File: config.mk
export PLATFORM = sky130hd
export DESIGN_NAME = rf_wr_ctrl_flat
export DESIGN_NICKNAME = d
export VERILOG_FILES = /design/src/rtl/rf_pkg.sv /design/src/rtl/rf_wr_ctrl_if.sv /design/src/rtl/rf_wr_ctrl_rr_arb2.sv /design/src/rtl/rf_wr_ctrl.sv /design/src/flat_wrapper.sv
export SDC_FILE = /design/constraint.sdc
export NUM_CORES = 1
export LEC_CHECK = 0
export CAP_MARGIN = 0
export CORE_MARGIN = 10
export CORE_UTILIZATION = 41
export CTS_CLUSTER_SIZE = 14
export DETAILED_ROUTE_END_ITERATION = 12
export GPL_ROUTABILITY_DRIVEN = 0
export PLACE_DENSITY = 0.94
export SYNTH_ARGS = -nofsm -noshare
export SYNTH_HDL_FRONTEND = slang
export SYNTH_SLANG_ARGS = --single-unit
File: constraint.sdc
create_clock -name Clk -period 3.81 [get_ports Clk]
set_clock_uncertainty 0.1 [all_clocks]
set_input_delay 0.381 -clock Clk [delete_from_list [all_inputs] [get_ports Clk]]
set_output_delay 0.381 -clock Clk [all_outputs]
set_load 0.05 [all_outputs]
File: src/rtl/rf_pkg.sv
// rf_pkg: shared definitions for the register-file write-port controller.
//   NREG / AW / DW : default register count, address width and data width
//   req_t          : requester identity, also used as the round-robin priority bit
//   state_t        : controller state (init sweep, then normal arbitration)
package rf_pkg;

  localparam int NREG = 8;
  localparam int AW   = 3;
  localparam int DW   = 8;

  typedef enum logic {
    REQ_A = 1'b0,
    REQ_B = 1'b1
  } req_t;

  typedef enum logic {
    ST_INIT = 1'b0,
    ST_RUN  = 1'b1
  } state_t;

endpackage

File: src/rtl/rf_wr_ctrl_if.sv
// rf_wr_ctrl_if: bundle between the two writeback requesters, the write-port
// controller and the register file.
//   A_* / B_*       : requester handshakes (valid/addr/data in, ready back)
//   Rf_we/waddr/wdata: registered write port towards the register file
//   Pend            : one-hot of the write currently presented to the file
//   Init_done       : high once the post-reset clear sweep has finished
// Handshake: a requester raises X_valid with X_addr/X_data and holds all three
// stable until it sees X_ready=1; the transfer happens on the rising edge where
// X_valid && X_ready. Ready never depends on addr/data, only on the valids.
// modport master = requester/file side, modport slave = controller.
interface rf_wr_ctrl_if import rf_pkg::*; #(
  parameter int NREG = rf_pkg::NREG,
  parameter int AW   = rf_pkg::AW,
  parameter int DW   = rf_pkg::DW
);

  logic            A_valid;
  logic [AW-1:0]   A_addr;
  logic [DW-1:0]   A_data;
  logic            A_ready;

  logic            B_valid;
  logic [AW-1:0]   B_addr;
  logic [DW-1:0]   B_data;
  logic            B_ready;

  logic            Rf_we;
  logic [AW-1:0]   Rf_waddr;
  logic [DW-1:0]   Rf_wdata;
  logic [NREG-1:0] Pend;
  logic            Init_done;

  modport master (
    output A_valid, A_addr, A_data,
    output B_valid, B_addr, B_data,
    input  A_ready, B_ready,
    input  Rf_we, Rf_waddr, Rf_wdata, Pend, Init_done
  );

  modport slave (
    input  A_valid, A_addr, A_data,
    input  B_valid, B_addr, B_data,
    output A_ready, B_ready,
    output Rf_we, Rf_waddr, Rf_wdata, Pend, Init_done
  );

endinterface

File: src/rtl/rf_wr_ctrl_rr_arb2.sv
// rr_arb2: two-request arbiter.
//   Clk, Rst_n : clock, async active-low reset
//   req[1:0]   : requests (bit 0 = A, bit 1 = B)
//   fixed      : 1 = A always wins a contest, 0 = round-robin
//   advance    : grants are live this cycle (priority may rotate)
//   gnt[1:0]   : one-hot grant, combinational from req/fixed/prio
//   prio       : registered requester that wins the next contest
module rr_arb2 import rf_pkg::*; (
  input  logic       Clk,
  input  logic       Rst_n,
  input  logic [1:0] req,
  input  logic       fixed,
  input  logic       advance,
  output logic [1:0] gnt,
  output req_t       prio
);

  always_comb begin
    gnt = 2'b00;
    if (fixed) begin
      gnt[0] = req[0];
      gnt[1] = req[1] & ~req[0];
    end else if (req == 2'b11) begin
      gnt = (prio == REQ_A) ? 2'b01 : 2'b10;
    end else begin
      gnt = req;
    end
  end

  // Priority always moves to the requester that lost or did not ask,
  // even when the grant was uncontested.
  always_ff @(posedge Clk or negedge Rst_n) begin
    if (!Rst_n) begin
      prio <= REQ_A;
    end else if (advance && (gnt != 2'b00)) begin
      prio <= gnt[0] ? REQ_B : REQ_A;
    end
  end

endmodule

File: src/rtl/rf_wr_ctrl.sv
// rf_wr_ctrl: write-port controller for the pipeline register file.
// After reset it sweeps every register with INIT_VAL, then shares the single
// write port between requesters A and B through rr_arb2.
//   Clk, Rst_n : clock, async active-low reset
//   bus        : requester handshakes and register-file write port (slave side)
//   dbg_state  : current controller state
module rf_wr_ctrl import rf_pkg::*; #(
  parameter int            NREG       = rf_pkg::NREG,
  parameter int            AW         = rf_pkg::AW,
  parameter int            DW         = rf_pkg::DW,
  parameter logic [DW-1:0] INIT_VAL   = '0,
  parameter bit            FIXED_PRIO = 1'b0
) (
  input  logic         Clk,
  input  logic         Rst_n,
  rf_wr_ctrl_if.slave  bus,
  output state_t       dbg_state
);

  localparam logic [AW-1:0] LAST_ADDR = AW'(NREG - 1);

  state_t        state_q, state_d;
  logic [AW-1:0] cnt_q;
  logic          we_q;
  logic [AW-1:0] waddr_q;
  logic [DW-1:0] wdata_q;
  logic          done_q;

  logic          run;
  logic [1:0]    gnt;
  req_t          prio;
  logic          a_ready, b_ready;
  logic          xfer;
  logic [NREG-1:0] pend;

  rr_arb2 u_arb (
    .Clk     (Clk),
    .Rst_n   (Rst_n),
    .req     ({bus.B_valid, bus.A_valid}),
    .fixed   (FIXED_PRIO),
    .advance (run),
    .gnt     (gnt),
    .prio    (prio)
  );

  // State register
  always_ff @(posedge Clk or negedge Rst_n) begin
    if (!Rst_n) state_q <= ST_INIT;
    else        state_q <= state_d;
  end

  // Next state: leave INIT on the edge that loads the last address
  always_comb begin
    state_d = state_q;
    case (state_q)
      ST_INIT: if (cnt_q == LAST_ADDR) state_d = ST_RUN;
      ST_RUN:  state_d = ST_RUN;
      default: state_d = ST_INIT;
    endcase
  end

  // Outputs of the FSM: readies only in RUN, only for the granted requester
  always_comb begin
    run     = (state_q == ST_RUN);
    a_ready = run & gnt[0];
    b_ready = run & gnt[1];
    xfer    = (bus.A_valid & a_ready) | (bus.B_valid & b_ready);
  end

  // Init counter and registered write port
  always_ff @(posedge Clk or negedge Rst_n) begin
    if (!Rst_n) begin
      cnt_q   <= '0;
      we_q    <= 1'b0;
      waddr_q <= '0;
      wdata_q <= '0;
      done_q  <= 1'b0;
    end else if (state_q == ST_INIT) begin
      we_q    <= 1'b1;
      waddr_q <= cnt_q;
      wdata_q <= INIT_VAL;
      cnt_q   <= cnt_q + AW'(1);
      if (cnt_q == LAST_ADDR) done_q <= 1'b1;
    end else begin
      we_q <= xfer;
      if (xfer) begin
        waddr_q <= gnt[0] ? bus.A_addr : bus.B_addr;
        wdata_q <= gnt[0] ? bus.A_data : bus.B_data;
      end
    end
  end

  // In-flight write mask for forwarding/hazard logic
  always_comb begin
    pend = '0;
    if (we_q) pend[waddr_q] = 1'b1;
  end

  assign bus.A_ready   = a_ready;
  assign bus.B_ready   = b_ready;
  assign bus.Rf_we     = we_q;
  assign bus.Rf_waddr  = waddr_q;
  assign bus.Rf_wdata  = wdata_q;
  assign bus.Pend      = pend;
  assign bus.Init_done = done_q;
  assign dbg_state     = state_q;

endmodule

File: src/flat_wrapper.sv
// flat-port wrapper written by rule: the top's interface ports become plain ports
module rf_wr_ctrl_flat import rf_pkg::*;
#(
  parameter int            NREG       = rf_pkg::NREG,
  parameter int            AW         = rf_pkg::AW,
  parameter int            DW         = rf_pkg::DW,
  parameter logic [DW-1:0] INIT_VAL   = '0,
  parameter bit            FIXED_PRIO = 1'b0
)
  (Clk, Rst_n, dbg_state, bus_A_valid, bus_A_addr, bus_A_data, bus_B_valid, bus_B_addr, bus_B_data, bus_A_ready, bus_B_ready, bus_Rf_we, bus_Rf_waddr, bus_Rf_wdata, bus_Pend, bus_Init_done);
  rf_wr_ctrl_if #(.NREG(NREG), .AW(AW), .DW(DW)) bus_i ();
  input  logic Clk;
  input  logic Rst_n;
  output state_t dbg_state;
  input wire logic [$bits(bus_i.A_valid)-1:0] bus_A_valid;
  input wire logic [$bits(bus_i.A_addr)-1:0] bus_A_addr;
  input wire logic [$bits(bus_i.A_data)-1:0] bus_A_data;
  input wire logic [$bits(bus_i.B_valid)-1:0] bus_B_valid;
  input wire logic [$bits(bus_i.B_addr)-1:0] bus_B_addr;
  input wire logic [$bits(bus_i.B_data)-1:0] bus_B_data;
  output wire logic [$bits(bus_i.A_ready)-1:0] bus_A_ready;
  output wire logic [$bits(bus_i.B_ready)-1:0] bus_B_ready;
  output wire logic [$bits(bus_i.Rf_we)-1:0] bus_Rf_we;
  output wire logic [$bits(bus_i.Rf_waddr)-1:0] bus_Rf_waddr;
  output wire logic [$bits(bus_i.Rf_wdata)-1:0] bus_Rf_wdata;
  output wire logic [$bits(bus_i.Pend)-1:0] bus_Pend;
  output wire logic [$bits(bus_i.Init_done)-1:0] bus_Init_done;
  assign bus_i.A_valid = bus_A_valid;
  assign bus_i.A_addr = bus_A_addr;
  assign bus_i.A_data = bus_A_data;
  assign bus_i.B_valid = bus_B_valid;
  assign bus_i.B_addr = bus_B_addr;
  assign bus_i.B_data = bus_B_data;
  assign bus_A_ready = bus_i.A_ready;
  assign bus_B_ready = bus_i.B_ready;
  assign bus_Rf_we = bus_i.Rf_we;
  assign bus_Rf_waddr = bus_i.Rf_waddr;
  assign bus_Rf_wdata = bus_i.Rf_wdata;
  assign bus_Pend = bus_i.Pend;
  assign bus_Init_done = bus_i.Init_done;
  rf_wr_ctrl #(.NREG(NREG), .AW(AW), .DW(DW), .INIT_VAL(INIT_VAL), .FIXED_PRIO(FIXED_PRIO)) u_core (.Clk(Clk), .Rst_n(Rst_n), .bus(bus_i), .dbg_state(dbg_state));
endmodule
==> results of run 1 <==
## cell families (layout without fill, tap and decap cells)
group	count (synthesis)	after routing	share of synthesized area
AND/OR/NAND/NOR	49	49	0.250
AO/OA/AOI/OAI	20	20	0.154
flip-flops	18	18	0.482
buffers and inverters	6	54	0.0428
multiplexers	3	3	0.0348
adder cells (fa/ha/maj)	2	2	0.0268
XOR/XNOR	1	1	0.00937
## worst paths after layout
check / startpoint / end / cells past startpoint
min reg2reg: u_core.bus.Init_done$_DFFE_PN0P_ / u_core.bus.Init_done$_DFFE_PN0P_ / 1
max reg2reg: u_core.dbg_state$_DFF_PN0_ / u_core.bus.Rf_waddr[2]$_DFFE_PN0P_ / 3
min in group asynchronous: Rst_n / u_core.bus.Rf_waddr[1]$_DFFE_PN0P_ / 1
max in group asynchronous: Rst_n / u_core.bus.Rf_wdata[3]$_DFFE_PN0P_ / 1
min: u_core.bus.Init_done$_DFFE_PN0P_ / u_core.bus.Init_done$_DFFE_PN0P_ / 1
max: bus_B_valid / bus_A_ready / 4
## metrics by stage
step,util,total power [mW],cells,instance area [um^2],hold WS [ns]
detailed placement,0.650,0.445,171,1420,0.344
global placement,0.650,0.440,171,1420,0.345
finish,0.666,0.556,175,1460,0.363
floorplan,-,0.356,99,935,-0.0146
CTS,0.666,0.560,175,1460,0.369
global route,0.666,0.581,175,1460,0.378
## power groups by stage
stage               Clock (mW)  Combinational, mW  Sequential [mW]
floorplan                    0             0.0769            0.279
global placement             0              0.214            0.226
detailed placement           0              0.218            0.227
CTS                      0.118              0.219            0.223
global route             0.125              0.230            0.226
finish                   0.116              0.217            0.223
## metal layers
metal,vias to the layer above,GRT usage,wire length (um)
met3,4,0.0380,316
met5,-,0,0
met1,429,0.145,1210
li1,443,-,-
met2,43,0.202,1330
met4,0,0.0410,48
## layout make-up
class | count | area [um^2]
Clock buffer | 4 | 36.3
Multi-Input combinational cell | 75 | 444
Fill cell | 164 | 731
Inverter | 1 | 3.75
Tap cell | 28 | 35.0
Timing Repair Buffer | 49 | 490
Sequential cell | 18 | 450
## flip-flops by register name, indices dropped and copies added, names as in the netlist
signal / cells
u_core.u_arb.prio: 1
u_core.bus.Rf_waddr: 3
u_core.bus.Rf_wdata: 8
u_core.cnt_q: 3
u_core.dbg_state: 1
u_core.bus.Rf_we: 1
u_core.bus.Init_done: 1
## worst register-to-register path, cell delays in order, from the launching register on
cell,delay [ns]
dfrtp_1,0.75
inv_1,0.28
a21oi_1,0.21
o22ai_1,0.09
## layout by cell type (no fill, tap or decap)
master,Yosys,final
a21bo_1,1,1
a21boi_4,1,1
a21o_1,1,1
a21oi_1,2,2
a31oi_1,3,3
a32oi_1,1,1
and3_1,1,1
and3b_1,1,1
clkbuf_4,0,3
clkbuf_8,0,1
clkdlybuf4s50_1,0,49
dfrtp_1,18,18
ha_1,2,2
inv_1,1,1
mux2_2,2,2
mux2i_1,1,1
nand2_1,4,4
nand2b_1,4,4
nor2_1,17,17
nor2_2,1,1
nor3_1,18,18
o21ai_0,8,8
o221ai_2,1,1
o22ai_1,1,1
o2bb2ai_1,1,1
or2_0,1,1
or2_1,1,1
or2_2,1,1
xnor2_1,1,1
## Yosys cell counts (all sizes together) (2+ instances only)
cell type and n:
dfrtp 18, a31oi 3, nand2b 4, mux2 2, ha 2, a21oi 2, nor3 18, or2 3
nor2 18, nand2 4, buf 4, o21ai 8
==> results.toml, run 1 <==
[clock_network]
root_buffer = "clkbuf_4"
insertion_delay_ns = 0.28
post_cts_buffers = 0
cts_buffers = 3
cts.sinks = 18
max-clock-path-buffers = 2
cts_tree = "built"
postCtsHoldBufs = 0
ctsResizeCount = 0
cts_max_level = 1
path_clk_slew_ns = 0.10

[place]
place_ws_ns = 0.972
place_hpwl_mm = 2.37
numPortBuffers = 49

[grt]
antenna_found_initial = 0
track_usage = 0.122
grt_start_max_net_pins = 22
overflow = 0
grt_pass1_wl_mm = 4.32
grt_pass1_vias = 897

[layout]
diodes = 0
nNetsFinal = 176
final_layout_size_suffix_gt1_frac = 0.0680
area_delta_synth_final_pct = 56.2

[synthesis]
synth-main-ff-cell = "dfrtp_1"
synth_area_um2 = 935
synth.top_cell.area_share = 0.482
yosysSeqAreaShare = 0.482
syn_inst = 99
avgSynthCellArea_um2 = 9.44
yosys.area.top_type = "dfrtp_1"
ys.warnings.count = 0
async_flop_share = 1.00
synth_cell_types = 29
synth_fp_nets = 127
yosys_register_bits = 18
synth_area_leaders = "dfrtp_1 48%, nor3_1 9.6%, nor2_1 6.8%, o21ai_0 4.3%, ha_1 2.7%"
synth_edf_count = 0

[pwr]
p_clk_frac = 0.208
vdd_drop_max_uv = 259
switchingPower_mw = 0.208
pwr_density_cell_nw_per_um2 = 381
combinationalPowerShare = 0.391
swShare = 0.374
p_int_mw = 0.348
leakagePower_nw = 0.610
pwr-share-seq = 0.402

[floorplan]
rows = 17
die_x_um = 67.7
core_area_um2 = 2190
ios = 50
die_h_um = 67.7
die_area_um2 = 4590
initial_utilization = 0.427

[critical_path]
worstPathRequired_ns = 3.33
crit_path_end_kind = "output port"
path_cells = "clkdlybuf4s50_1, a21bo_1, nor2_1, clkdlybuf4s50_1"
slowest_stage = "clkdlybuf4s50_1"
crit_fanout = 10
cp_common_cell = "clkdlybuf4s50_1"
r2r_slack_ns = 2.28
critPathLaunchType = "input pin"
critPathMaxStageDelay_ns = 0.82
critPathTopFamily = "buffers and inverters"
arrival_ns = 2.36
crit_buf_inv = 2
path_class = "input pin to output port"

[timing]
tns_ns = 0
setup_ws_ns = 0.966
fmax_mhz = 352
maxSlewHeadroom = 0.462
rsz0062_at_grt = "no"
timing.final.crit_share = 0.746
finalSetupViolCount = 0
min_period_ns = 2.84
tightest_slew_ns = 0.805
hold_viol_final = 0
finalMaxSlewViolations = 0

[drt]
drt-initial-drc-count = 60
routed_wl_mm = 2.90
via_count = 919
via_per_inst = 5.25
drtPass1Iterations = 4
ant_nets = 0
drc = 0
routedWlPerCell_um = 16.6

[run_status]
status = "complete, no violations"

[hold_path]
worst_hold_path_type = "flop to flop"

[flow_run]
maxCapViolCount = 0
No activity file was read; power rests on OpenSTA's default activity.
==> inputs of run 2 (changes only) <==
--- a/config.mk
+++ b/config.mk
@@ -7,11 +7,11 @@
 export LEC_CHECK = 0
 export CAP_MARGIN = 0
 export CORE_MARGIN = 10
-export CORE_UTILIZATION = 41
+export CORE_UTILIZATION = 34
 export CTS_CLUSTER_SIZE = 14
 export DETAILED_ROUTE_END_ITERATION = 12
 export GPL_ROUTABILITY_DRIVEN = 0
-export PLACE_DENSITY = 0.94
+export PLACE_DENSITY = 0.84
 export SYNTH_ARGS = -nofsm -noshare
 export SYNTH_HDL_FRONTEND = slang
 export SYNTH_SLANG_ARGS = --single-unit
==> constraint.sdc (replaced) <==
create_clock -name Clk -period 2.6 [get_ports Clk]
set_clock_uncertainty 0.1 [all_clocks]
set_input_delay 0.26 -clock Clk [delete_from_list [all_inputs] [get_ports Clk]]
set_output_delay 0.26 -clock Clk [all_outputs]
set_load 0.05 [all_outputs]
==> run 2 against run 1 <==
Against the previous run: sequential power grew 47%; wire length grew 1.5%; via count shrank 1.7%; first-iteration DRC count shrank 47%; die area grew 14%; clock power rose by 47%; largest power group unchanged.
==> results.toml, run 2 (same netlist as run 1, synthesis figures left out) <==
[run_status]
status = "complete, no violations"

[clock_network]
max-clock-path-buffers = 2
root_buffer = "clkbuf_4"
insertion_delay_ns = 0.29
cts.sinks = 18
post_cts_buffers = 0
cts_buffers = 3
cts_max_level = 1
postCtsHoldBufs = 0
ctsResizeCount = 0
path_clk_slew_ns = 0.10
cts_tree = "built"

[grt]
track_usage = 0.111
grt_start_max_net_pins = 22
overflow = 0
antenna_found_initial = 0
grt_pass1_vias = 924
grt_pass1_wl_mm = 4.74

[layout]
fin_area_um2 = 1480
area_delta_synth_final_pct = 58.1
final_common_cell = "clkdlybuf4s50_1"
final_cell_mix = "47 x clkdlybuf4s50_1, 18 x nor3_1, 18 x dfrtp_1"
diodes = 0
largest_reg_flops = 8
nNetsFinal = 177
final_layout_size_suffix_gt1_frac = 0.0878
finish.utilization = 0.581
stdcell_count = 178
fill_cells = 227

[floorplan]
core_area_um2 = 2540
die_area_um2 = 5250
rows = 18
ios = 50
die_x_um = 72.4
initial_utilization = 0.367
die_h_um = 72.4

[drt]
routedWlPerCell_um = 16.6
drt-initial-drc-count = 32
ant_nets = 0
routed_wl_mm = 2.95
via_per_inst = 5.07
via_count = 903
drc = 0
drtPass1Iterations = 4

[critical_path]
crit_path_end_kind = "output port"
critPathLaunchType = "flop"
worstPathRequired_ns = 2.24
crit_fanout = 4
r2r_slack_ns = 1.23
path_class = "flop to output port"
arrival_ns = 1.88

[pwr]
vdd_drop_max_uv = 352
combinationalPowerShare = 0.391
p_clk_frac = 0.209
p_int_mw = 0.513
leakagePower_nw = 0.621
pwr_density_cell_nw_per_um2 = 554
switchingPower_mw = 0.306
pwr-share-seq = 0.400
swShare = 0.374

[timing]
min_period_ns = 2.24
finalMaxSlewViolations = 0
tns_ns = 0
timing.final.crit_share = 0.863
hold_viol_final = 0
fmax_mhz = 446
rsz0062_at_grt = "no"
tightest_slew_ns = 0.793
maxSlewHeadroom = 0.470
finalSetupViolCount = 0

[hold_path]
worst_hold_path_type = "input pin to asynchronous set/reset pin"

[place]
place_hpwl_mm = 2.27
dpl-instance-area_um2 = 1440
dp.cells = 174
numPortBuffers = 49

[flow_run]
maxCapViolCount = 0
run 2: worst max-delay path, cell delays in order, from the launching register on:
cell	delay, ns
dfrtp_1	0.42
nand2b_1	0.20
nor3_1	0.14
clkdlybuf4s50_1	0.83
run 2: through the flow:
stage	power (mW)	worst slack, ns	hold slack (ns)
final	0.819	0.356	0.322
after global routing	0.854	0.189	0.374
after CTS	0.823	0.347	0.349
after detailed placement	0.656	0.549	0.347
after global placement	0.650	0.605	0.347
after floorplan	0.521	0.326	-0.136
run 2: layout make-up:
| class | count | area [um^2] | share of cell area |
|---|---|---|---|
| tap | 30 | 37.5 | 0.0254 |
| sequential | 18 | 450 | 0.305 |
| clock buffer | 4 | 36.3 | 0.0246 |
| multi-input combinational | 75 | 444 | 0.301 |
| inverter | 1 | 3.75 | 0.00254 |
| timing repair buffer | 50 | 505 | 0.342 |
run 2: routing by layer:
layer | wire length, um | track usage | vias to the layer above
li1 | - | - | 445
met4 | 29 | 0.0316 | 0
met5 | 0 | 0 | -
met1 | 1300 | 0.138 | 416
met3 | 303 | 0.0490 | 4
met2 | 1320 | 0.168 | 38
run 2: final timing paths:
path | to | cells after the start | start
min in group Clk | u_core.bus.Init_done$_DFFE_PN0P_ | 1 | u_core.bus.Init_done$_DFFE_PN0P_
max in group asynchronous | u_core.bus.Rf_wdata[2]$_DFFE_PN0P_ | 1 | Rst_n
worst min register to register | u_core.bus.Init_done$_DFFE_PN0P_ | 1 | u_core.bus.Init_done$_DFFE_PN0P_
worst max register to register | u_core.cnt_q[2]$_DFFE_PN0N_ | 3 | u_core.cnt_q[0]$_DFFE_PN0N_
worst max-delay path | bus_Pend[0] | 3 | u_core.bus.Rf_waddr[0]$_DFFE_PN0P_
worst min-delay path | u_core.bus.Rf_wdata[1]$_DFFE_PN0P_ | 1 | Rst_n
run 2: power by group through the flow:
stage / Combinational, mW / Sequential [mW] / Clock [mW]
floorplan: 0.113 / 0.408 / 0
global placement: 0.319 / 0.331 / 0
detailed placement: 0.323 / 0.333 / 0
CTS: 0.325 / 0.327 / 0.171
global route: 0.340 / 0.331 / 0.182
finish: 0.320 / 0.328 / 0.171
==> inputs of run 3 (changes only) <==
--- a/config.mk
+++ b/config.mk
@@ -7,11 +7,12 @@
 export LEC_CHECK = 0
 export CAP_MARGIN = 0
 export CORE_MARGIN = 10
-export CORE_UTILIZATION = 34
+export CORE_UTILIZATION = 38
+export CTS_CLUSTER_DIAMETER = 40
 export CTS_CLUSTER_SIZE = 14
 export DETAILED_ROUTE_END_ITERATION = 12
 export GPL_ROUTABILITY_DRIVEN = 0
-export PLACE_DENSITY = 0.84
+export PLACE_DENSITY = 0.78
 export SYNTH_ARGS = -nofsm -noshare
 export SYNTH_HDL_FRONTEND = slang
 export SYNTH_SLANG_ARGS = --single-unit
==> constraint.sdc (replaced) <==
create_clock -name Clk -period 2.4 [get_ports Clk]
set_clock_uncertainty 0.1 [all_clocks]
set_input_delay 0.24 -clock Clk [delete_from_list [all_inputs] [get_ports Clk]]
set_output_delay 0.24 -clock Clk [all_outputs]
set_load 0.05 [all_outputs]
==> run 3 against run 2 <==
Against the previous run: non-clock buffer count is 1 higher; combinational power is 11% higher; final cell count is 0.56% lower; worst setup slack worse by 0.20 ns; cell area is 1.2% higher; critical path type unchanged.
==> results.toml, run 3 (same netlist as run 1, synthesis figures left out) <==
[run_status]
status = "complete, no violations"

[critical_path]
path_class = "flop to output port"
crit_path_end_kind = "output port"
slowest_stage = "clkdlybuf4s50_1"
crit_path_end = "bus_Pend[0]"
r2r_cells = 3
crit_fanout = 4
path_cells = "nand2b_1, nor3_1, clkdlybuf4s50_1"
cp-startpoint = "u_core.bus.Rf_waddr[0]$_DFFE_PN0P_"
worstPathRequired_ns = 2.06
arrival_ns = 1.90
crit_cells = 3
critPathMaxStageDelay_ns = 0.83
timing.rr.start = "u_core.cnt_q[0]$_DFFE_PN0N_"
crit_buf_inv = 1
r2r_slack_ns = 1.03
r2r-end = "u_core.cnt_q[2]$_DFFE_PN0N_"
critPathTopFamily = "buffers and inverters"
critPathLaunchType = "flop"

[floorplan]
rows = 17
die_h_um = 69.6
initial_utilization = 0.411
core_area_um2 = 2280
ios = 50
die_area_um2 = 4840
die_x_um = 69.6

[place]
place_ws_ns = 0.423
dpl-instance-area_um2 = 1460
place_hpwl_mm = 2.37
dp.cells = 173
numPortBuffers = 49

[pwr]
vdd_drop_max_uv = 383
leakagePower_nw = 0.630
pwr-share-seq = 0.393
p_clk_frac = 0.213
switchingPower_mw = 0.342
swShare = 0.379
pwr_density_cell_nw_per_um2 = 604
power.total_mw = 0.903
p_int_mw = 0.561
combinationalPowerShare = 0.394

[layout]
area_delta_synth_final_pct = 60.0
nNetsFinal = 178
stdcell_count = 177
final_common_cell = "clkdlybuf4s50_1"
fin_area_um2 = 1500
diodes = 0
largest_reg_flops = 8
final_layout_size_suffix_gt1_frac = 0.0940
final_cell_mix = "47 x clkdlybuf4s50_1, 18 x nor3_1, 18 x dfrtp_1"
fill_cells = 191

[drt]
ant_nets = 0
routedWlPerCell_um = 16.9
routed_wl_mm = 2.99
drc = 0
via_count = 929
via_per_inst = 5.25
drt-initial-drc-count = 37
drtPass1Iterations = 4

[clock_network]
cts_buffers = 3
cts_tree = "built"
max-clock-path-buffers = 2
ctsResizeCount = 0
insertion_delay_ns = 0.29
cts_max_level = 1
cts.sinks = 18
root_buffer = "clkbuf_4"
postCtsHoldBufs = 0
path_clk_slew_ns = 0.11
post_cts_buffers = 0

[hold_path]
worst_hold_path_type = "input pin to asynchronous set/reset pin"

[timing]
tns_ns = 0
timing.final.crit_share = 0.934
hold_viol_final = 0
rsz0062_at_grt = "no"
tightest_slew_ns = 0.813
setup_ws_ns = 0.159
min_period_ns = 2.24
finalSetupViolCount = 0
maxSlewHeadroom = 0.456
fmax_mhz = 446
finalMaxSlewViolations = 0

[grt]
antenna_found_initial = 0
grt_pass1_vias = 949
track_usage = 0.117
grt_pass1_wl_mm = 4.75
overflow = 0
grt_start_max_net_pins = 21

[flow_run]
maxCapViolCount = 0
## run 3: changes by cell type in the layout (fill, tap and decap cells not counted), sizes merged
cell / delta
buf: +1
## run 3: how the worst min path moves through the flow
stage                                      from                                  to  slack, ns  cells after the start
3_3_place_gp   u_core.bus.Init_done$_DFFE_PN0P_    u_core.bus.Init_done$_DFFE_PN0P_       0.34                      1
4_1_cts                                   Rst_n  u_core.bus.Rf_wdata[7]$_DFFE_PN0P_       0.33                      1
3_5_place_dp   u_core.bus.Init_done$_DFFE_PN0P_    u_core.bus.Init_done$_DFFE_PN0P_       0.35                      1
6_report                                  Rst_n  u_core.bus.Rf_wdata[7]$_DFFE_PN0P_       0.30                      1
5_1_grt                                   Rst_n  u_core.bus.Rf_wdata[5]$_DFFE_PN0P_       0.37                      1
2_1_floorplan                             Rst_n    u_core.bus.Init_done$_DFFE_PN0P_      -0.16                      0
## run 3: worst register-to-register path, cell delays in order (launching register included)
cell,delay [ns]
dfrtp_1,0.43
ha_1,0.22
ha_1,0.26
mux2_2,0.25
## run 3: cell type report
| cell class | instances | area, um^2 | area share |
|---|---|---|---|
| inverter | 1 | 3.75 | 0.00251 |
| sequential | 18 | 450 | 0.301 |
| clock buffer | 4 | 36.3 | 0.0243 |
| timing repair buffer | 51 | 526 | 0.351 |
| tap | 28 | 35.0 | 0.0234 |
| multi-input combinational | 75 | 444 | 0.297 |
## run 3: power by group through the flow
stage / sequential [mW] / combinational, mW / clock [mW]
floorplan: 0.443 / 0.122 / 0
global placement: 0.359 / 0.352 / 0
detailed placement: 0.359 / 0.359 / 0
CTS: 0.354 / 0.359 / 0.192
global route: 0.359 / 0.374 / 0.212
finish: 0.354 / 0.356 / 0.192
## run 3: routing by layer
layer	wire (um)	track usage	up-vias	part of all wire
met4	21	0.0266	0	0.0070
met2	1510	0.197	35	0.50
li1	-	-	448	-
met5	0	0	-	0
met1	1200	0.135	442	0.40
met3	254	0.0456	4	0.085
## run 3: metrics by stage
step	utilization	hold slack, ns
after floorplan	-	-0.156
after global placement	0.641	0.345
after detailed placement	0.641	0.352
after CTS	0.657	0.332
after global routing	0.657	0.365
final	0.657	0.300
